==> src/rtl/pc_pkg.sv <==
// pc_pkg: shared action encoding, RAS sizing helper and default vectors for pc_unit_ras.
package pc_pkg;
    typedef enum logic [1:0] {PC_SEQ, PC_JUMP, PC_CALL, PC_RET} pc_act_e;
    localparam logic [31:0] PC_RESET_VEC = 32'h0;
    localparam logic [31:0] PC_TRAP_VEC = 32'h0;
    function automatic int ras_ptr_w(input int depth);
        return depth > 1 ? $clog2(depth) : 1;
    endfunction
endpackage

==> src/rtl/ras_stack.sv <==
// ras_stack: circular return-address stack with push, pop and swap.
// A push when full overwrites the oldest entry; count saturates at DEPTH.
module ras_stack
    import pc_pkg::*;
#(
    parameter int unsigned WIDTH = 32,
    parameter int unsigned DEPTH = 4
) (
    input  logic                         clk,
    input  logic                         reset,
    input  logic                         push,
    input  logic                         pop,
    input  logic                         swap,
    input  logic [WIDTH-1:0]             din,
    output logic [WIDTH-1:0]             top,
    output logic [$clog2(DEPTH+1)-1:0]   count
);
    localparam int unsigned PW = ras_ptr_w(DEPTH);
    logic [WIDTH-1:0] mem [DEPTH];
    logic [PW-1:0] ptr, ptr_nxt;
    // ptr indexes the current top entry; DEPTH is a power of two so it wraps naturally
    assign ptr_nxt = ptr + 1'b1;
    assign top = mem[ptr];
    always_ff @(posedge clk or posedge reset) begin
        if (reset) begin
            ptr <= '0;
            count <= '0;
        end else if (push) begin
            ptr <= ptr_nxt;
            count <= count == ($clog2(DEPTH+1))'(DEPTH) ? count : count + 1'b1;
        end else if (pop) begin
            ptr <= ptr - 1'b1;
            count <= count - 1'b1;
        end
    end
    always_ff @(posedge clk) begin
        if (push)
            mem[ptr_nxt] <= din;
        else if (swap)
            mem[ptr] <= din;
    end
endmodule

==> src/rtl/pc_unit_ras.sv <==
// pc_unit_ras: fetch-stage PC with first-fetch hold, jump/call/return and a circular RAS.
// Define PC_WRAP_TRAP_EN to redirect a sequential wrap to TRAP_VEC.
module pc_unit_ras
    import pc_pkg::*;
#(
    parameter int unsigned      WIDTH     = 32,
    parameter int unsigned      STEP      = 1,
    parameter logic [WIDTH-1:0] RESET_VEC = WIDTH'(PC_RESET_VEC),
    parameter int unsigned      RAS_DEPTH = 4,
    parameter logic [WIDTH-1:0] TRAP_VEC  = WIDTH'(PC_TRAP_VEC)
) (
    input  logic                               clk,
    input  logic                               reset,
    input  logic                               we,
    input  logic                               jump,
    input  logic                               call,
    input  logic                               ret,
    input  logic [WIDTH-1:0]                   target,
    output logic [WIDTH-1:0]                   out,
    output logic [$clog2(RAS_DEPTH+1)-1:0]     ras_count,
    output logic                               ras_underflow,
    output logic                               wrap
);
    logic init, go, empty, carry, push, pop, swap, uf_n, wrap_n;
    logic [WIDTH:0] sum;
    logic [WIDTH-1:0] seq_pc, next_pc, top;
    pc_act_e act;
`ifndef PC_WRAP_TRAP_EN
    logic unused_trap;
    assign unused_trap = ^TRAP_VEC;
`endif
    always_comb begin
        sum = {1'b0, out} + (WIDTH+1)'(STEP);
        carry = sum[WIDTH];
`ifdef PC_WRAP_TRAP_EN
        seq_pc = carry ? TRAP_VEC : sum[WIDTH-1:0];
`else
        seq_pc = sum[WIDTH-1:0];
`endif
        act = ret ? PC_RET : call ? PC_CALL : jump ? PC_JUMP : PC_SEQ;
        go = we && init;
        empty = ras_count == '0;
        push = go && act == PC_CALL;
        pop = go && ret && !empty && !call;
        swap = go && ret && !empty && call;
        uf_n = go && ret && empty;
        wrap_n = go && act == PC_SEQ && carry;
        // a return on an empty stack falls through to out+STEP without trapping
        next_pc = act == PC_RET ? (empty ? sum[WIDTH-1:0] : top) :
                  act == PC_SEQ ? seq_pc : target;
    end
    ras_stack #(.WIDTH(WIDTH), .DEPTH(RAS_DEPTH)) u_ras (
        .clk(clk),
        .reset(reset),
        .push(push),
        .pop(pop),
        .swap(swap),
        .din(sum[WIDTH-1:0]),
        .top(top),
        .count(ras_count)
    );
    always_ff @(posedge clk or posedge reset) begin
        if (reset) begin
            out <= RESET_VEC;
            init <= 1'b0;
            ras_underflow <= 1'b0;
            wrap <= 1'b0;
        end else begin
            ras_underflow <= uf_n;
            wrap <= wrap_n;
            if (we && !init)
                init <= 1'b1;
            else if (go)
                out <= next_pc;
        end
    end
endmodule

==> config.mk <==
export PLATFORM = sky130hd
export DESIGN_NAME = pc_unit_ras
export DESIGN_NICKNAME = d
export VERILOG_FILES = /design/src/rtl/pc_pkg.sv /design/src/rtl/ras_stack.sv /design/src/rtl/pc_unit_ras.sv
export SDC_FILE = /design/constraint.sdc
export NUM_CORES = 1
export LEC_CHECK = 0
export ABC_AREA = 1
export CAP_MARGIN = 10
export CORE_ASPECT_RATIO = 1.5
export CORE_UTILIZATION = 62
export CTS_CLUSTER_DIAMETER = 120
export DETAILED_ROUTE_END_ITERATION = 6
export PLACE_DENSITY = 0.9
export SKIP_CTS_REPAIR_TIMING = 1
export SLEW_MARGIN = 25
export SYNTH_ARGS = -nofsm -noshare
export SYNTH_HDL_FRONTEND = slang
export SYNTH_HIERARCHICAL = 1
export SYNTH_SLANG_ARGS = --single-unit
==> constraint.sdc <==
create_clock -name clk -period 5.82 [get_ports clk]
set_clock_uncertainty 0.1 [all_clocks]
set_input_delay 0.873 -clock clk [delete_from_list [all_inputs] [get_ports clk]]
set_output_delay 0.873 -clock clk [all_outputs]
set_load 0.005 [all_outputs]
==> results.cfg <==
[final_layout]
fin_cells = 1148
area_growth_pct = 19.0
layout_commonest_cell = nand2_1
final_cell_mix = nand2_1, edfxtp_1, nor2_1, clkdlybuf4s50_1, inv_1
antennaDiodeCount = 0
drive_gt1_share_pct = 7.68
nets = 1016
utilization_pct = 75.4

[floorplan]
die_area_sq_mm = 0.0136
die_y_microns = 143
boundaryPins = 75
num_rows = 51
coreArea_sq_mm = 0.0129
initial_utilization_pct = 63.3
die_w_microns = 95.7

[timing]
rsz0062_at_grt = no
finalHoldViolations = 0
min_period_ns = 3.59
slew_headroom_pct = 38.0
tightest_slew_ns = 0.928
setup_viol = 0
max_freq_mhz = 278
slew_viol_final = 0
tns_ns = 0
period_share_pct = 61.7

[global_routing]
antenna_found_initial = 0
grt_pass1_wl_microns = 34000
grt_util_all_layers_pct = 34.4
overflow = 0
grt_max_degree = 52
grt_pass1_vias = 6729

[clock_network]
cts_tree = done
cts_buffer_depth = 2
htreeDepth = 4
clkLatencyLatePin_ns = 0.44
clock_sinks = 168
cts_root_buf = clkbuf_16
clk_pin_slew_ns = 0.07
cts_buffers = 17

[route]
drc = 0
detail_route.first_pass.iterations = 6
post_drt_wl_per_cell_microns = 19.2
routed_via_density = 6.09
drt_iter0_drc = 923
ant_nets = 0
route.vias.total = 6990
wl_microns = 22100

[synth]
synth_seq_cells = 168
netlist-cell-type-count = 34
synth_cells = 908
syn_area_sq_mm = 0.00816
syn_nets = 948
ys_warn_count = 6
syn_avg_cell_area_sq_um = 8.99
yosysSeqAreaShare_pct = 59.3

[hold_path]
whs_endpoint = init
hold_depth = 1
hp-start = init
hold_class = flip-flop to flip-flop

[place]
dp_hpwl_microns = 13200
io_buffers = 74
place_congestion = 0.926
dp.cells = 1112

[pwr]
powerDensity_mw_per_mm2 = 462
irDropWorstVdd_mv = 0.275
p_leak_nw = 3.80
power.total_mw = 4.49

[critical_path]
required_ns = 5.85
reg2reg_slack_ns = 2.80
worst-r2r-cell-count = 12
critPathLaunchType = input port
reg2reg_to = u_ras/mem[2][12]
arrival_ns = 3.63
crit_path_max_fanout = 20
cp-end-kind = flip-flop
path_class = input port to flip-flop
reg2reg_from = u_ras/count[0]

[flow_run]
cap_viol_max_count = 0

[status]
status = finished clean
[where the power goes]
group / switching (mW) / leakage, nW / internal [mW] / total (mW)
clock network: 0.521 / 0.284 / 0.622 / 1.14
logic: 0.996 / 1.90 / 0.533 / 1.53
registers: 0.216 / 1.62 / 1.60 / 1.82
total: 1.73 / 3.80 / 2.76 / 4.49
[how the worst max path moves through the flow]
stage | start | end | slack, ns
after floorplan | ret | u_ras/mem[0][0] | 1.76
after global routing | we | u_ras/mem[2][0] | 2.01
after global placement | we | u_ras/mem[0][25] | 1.78
after detailed placement | we | u_ras/mem[0][25] | 1.71
after CTS | we | u_ras/mem[0][14] | 2.14
final | we | u_ras/mem[2][12] | 2.23
[Yosys cell counts, drive strengths merged]
library cell | number | share of area [%]
or2 | 1 | 0.077
nor3 | 3 | 0.18
xnor2 | 4 | 0.61
dfrtp | 40 | 12
o211ai | 1 | 0.092
nand3b | 8 | 0.74
a31oi | 27 | 2.1
edfxtp | 128 | 47
o21ai | 44 | 2.7
buf | 21 | 1.3
nand3 | 29 | 1.8
xor2 | 6 | 0.74
nand4 | 35 | 2.7
a22oi | 3 | 0.28
clkinv | 1 | 0.046
a21oi | 29 | 1.8
nand2 | 320 | 15
clkbuf | 14 | 0.64
nor2 | 121 | 6.3
ha | 1 | 0.15
fa | 1 | 0.25
and2 | 4 | 0.31
inv | 66 | 3.0
o31ai | 1 | 0.092
[state kept, by name, indices dropped and copies added (netlist names)]
signal,flops
init,1
out,32
ras_underflow,1
u_ras/count,3
u_ras/mem,128
u_ras/ptr,2
wrap,1
[cell families (layout without fill, tap and decap cells)]
logic type	after synthesis	count (layout)	share of synthesized area, %
flip-flops	168	168	59.3
buffers and inverters	102	183	5.00
AND/OR/NAND/NOR	521	521	26.9
adder cells (fa/ha/maj)	2	2	0.398
XOR/XNOR	10	10	1.35
AO/OA/AOI/OAI	105	105	7.05
[per-layer routing]
metal	vias to the layer above	GRT usage, %	wire length, microns
li1	3160	-	-
met1	3255	41.8	7780
met2	483	56.9	11300
met3	92	5.72	2000
met4	0	20.9	1040
met5	-	0	0
[area by class of cell]
cell class              count  area, sq um
clock inverters            14          153
inverters                  67          251
flip-flops and latches    168         4840
multi-input cells         638         2950
clock buffers              18          439
fillers                   819         3170
well taps                 159          199
repair buffers             84          883
[critical path, cell delays in order]
cell             delay, ns
clkdlybuf4s50_1       0.47
nand2_1               0.05
buf_4                 0.21
nor3_1                0.57
inv_2                 0.14
nand2_1               0.16
nand2_1               0.10
nand2_1               0.08
nand2_1               0.13
nor2_4                0.57
buf_8                 0.26
[per-stage QoR]
step	cell area, sq um	hold slack [ns]	worst slack, ns
global route	9720	0.410	2.01
CTS	9620	0.369	2.14
floorplan	8160	0.337	1.76
detailed placement	9030	0.350	1.71
finish	9720	0.368	2.23
global placement	9030	0.347	1.78
Power figures use the tool's default switching activity.
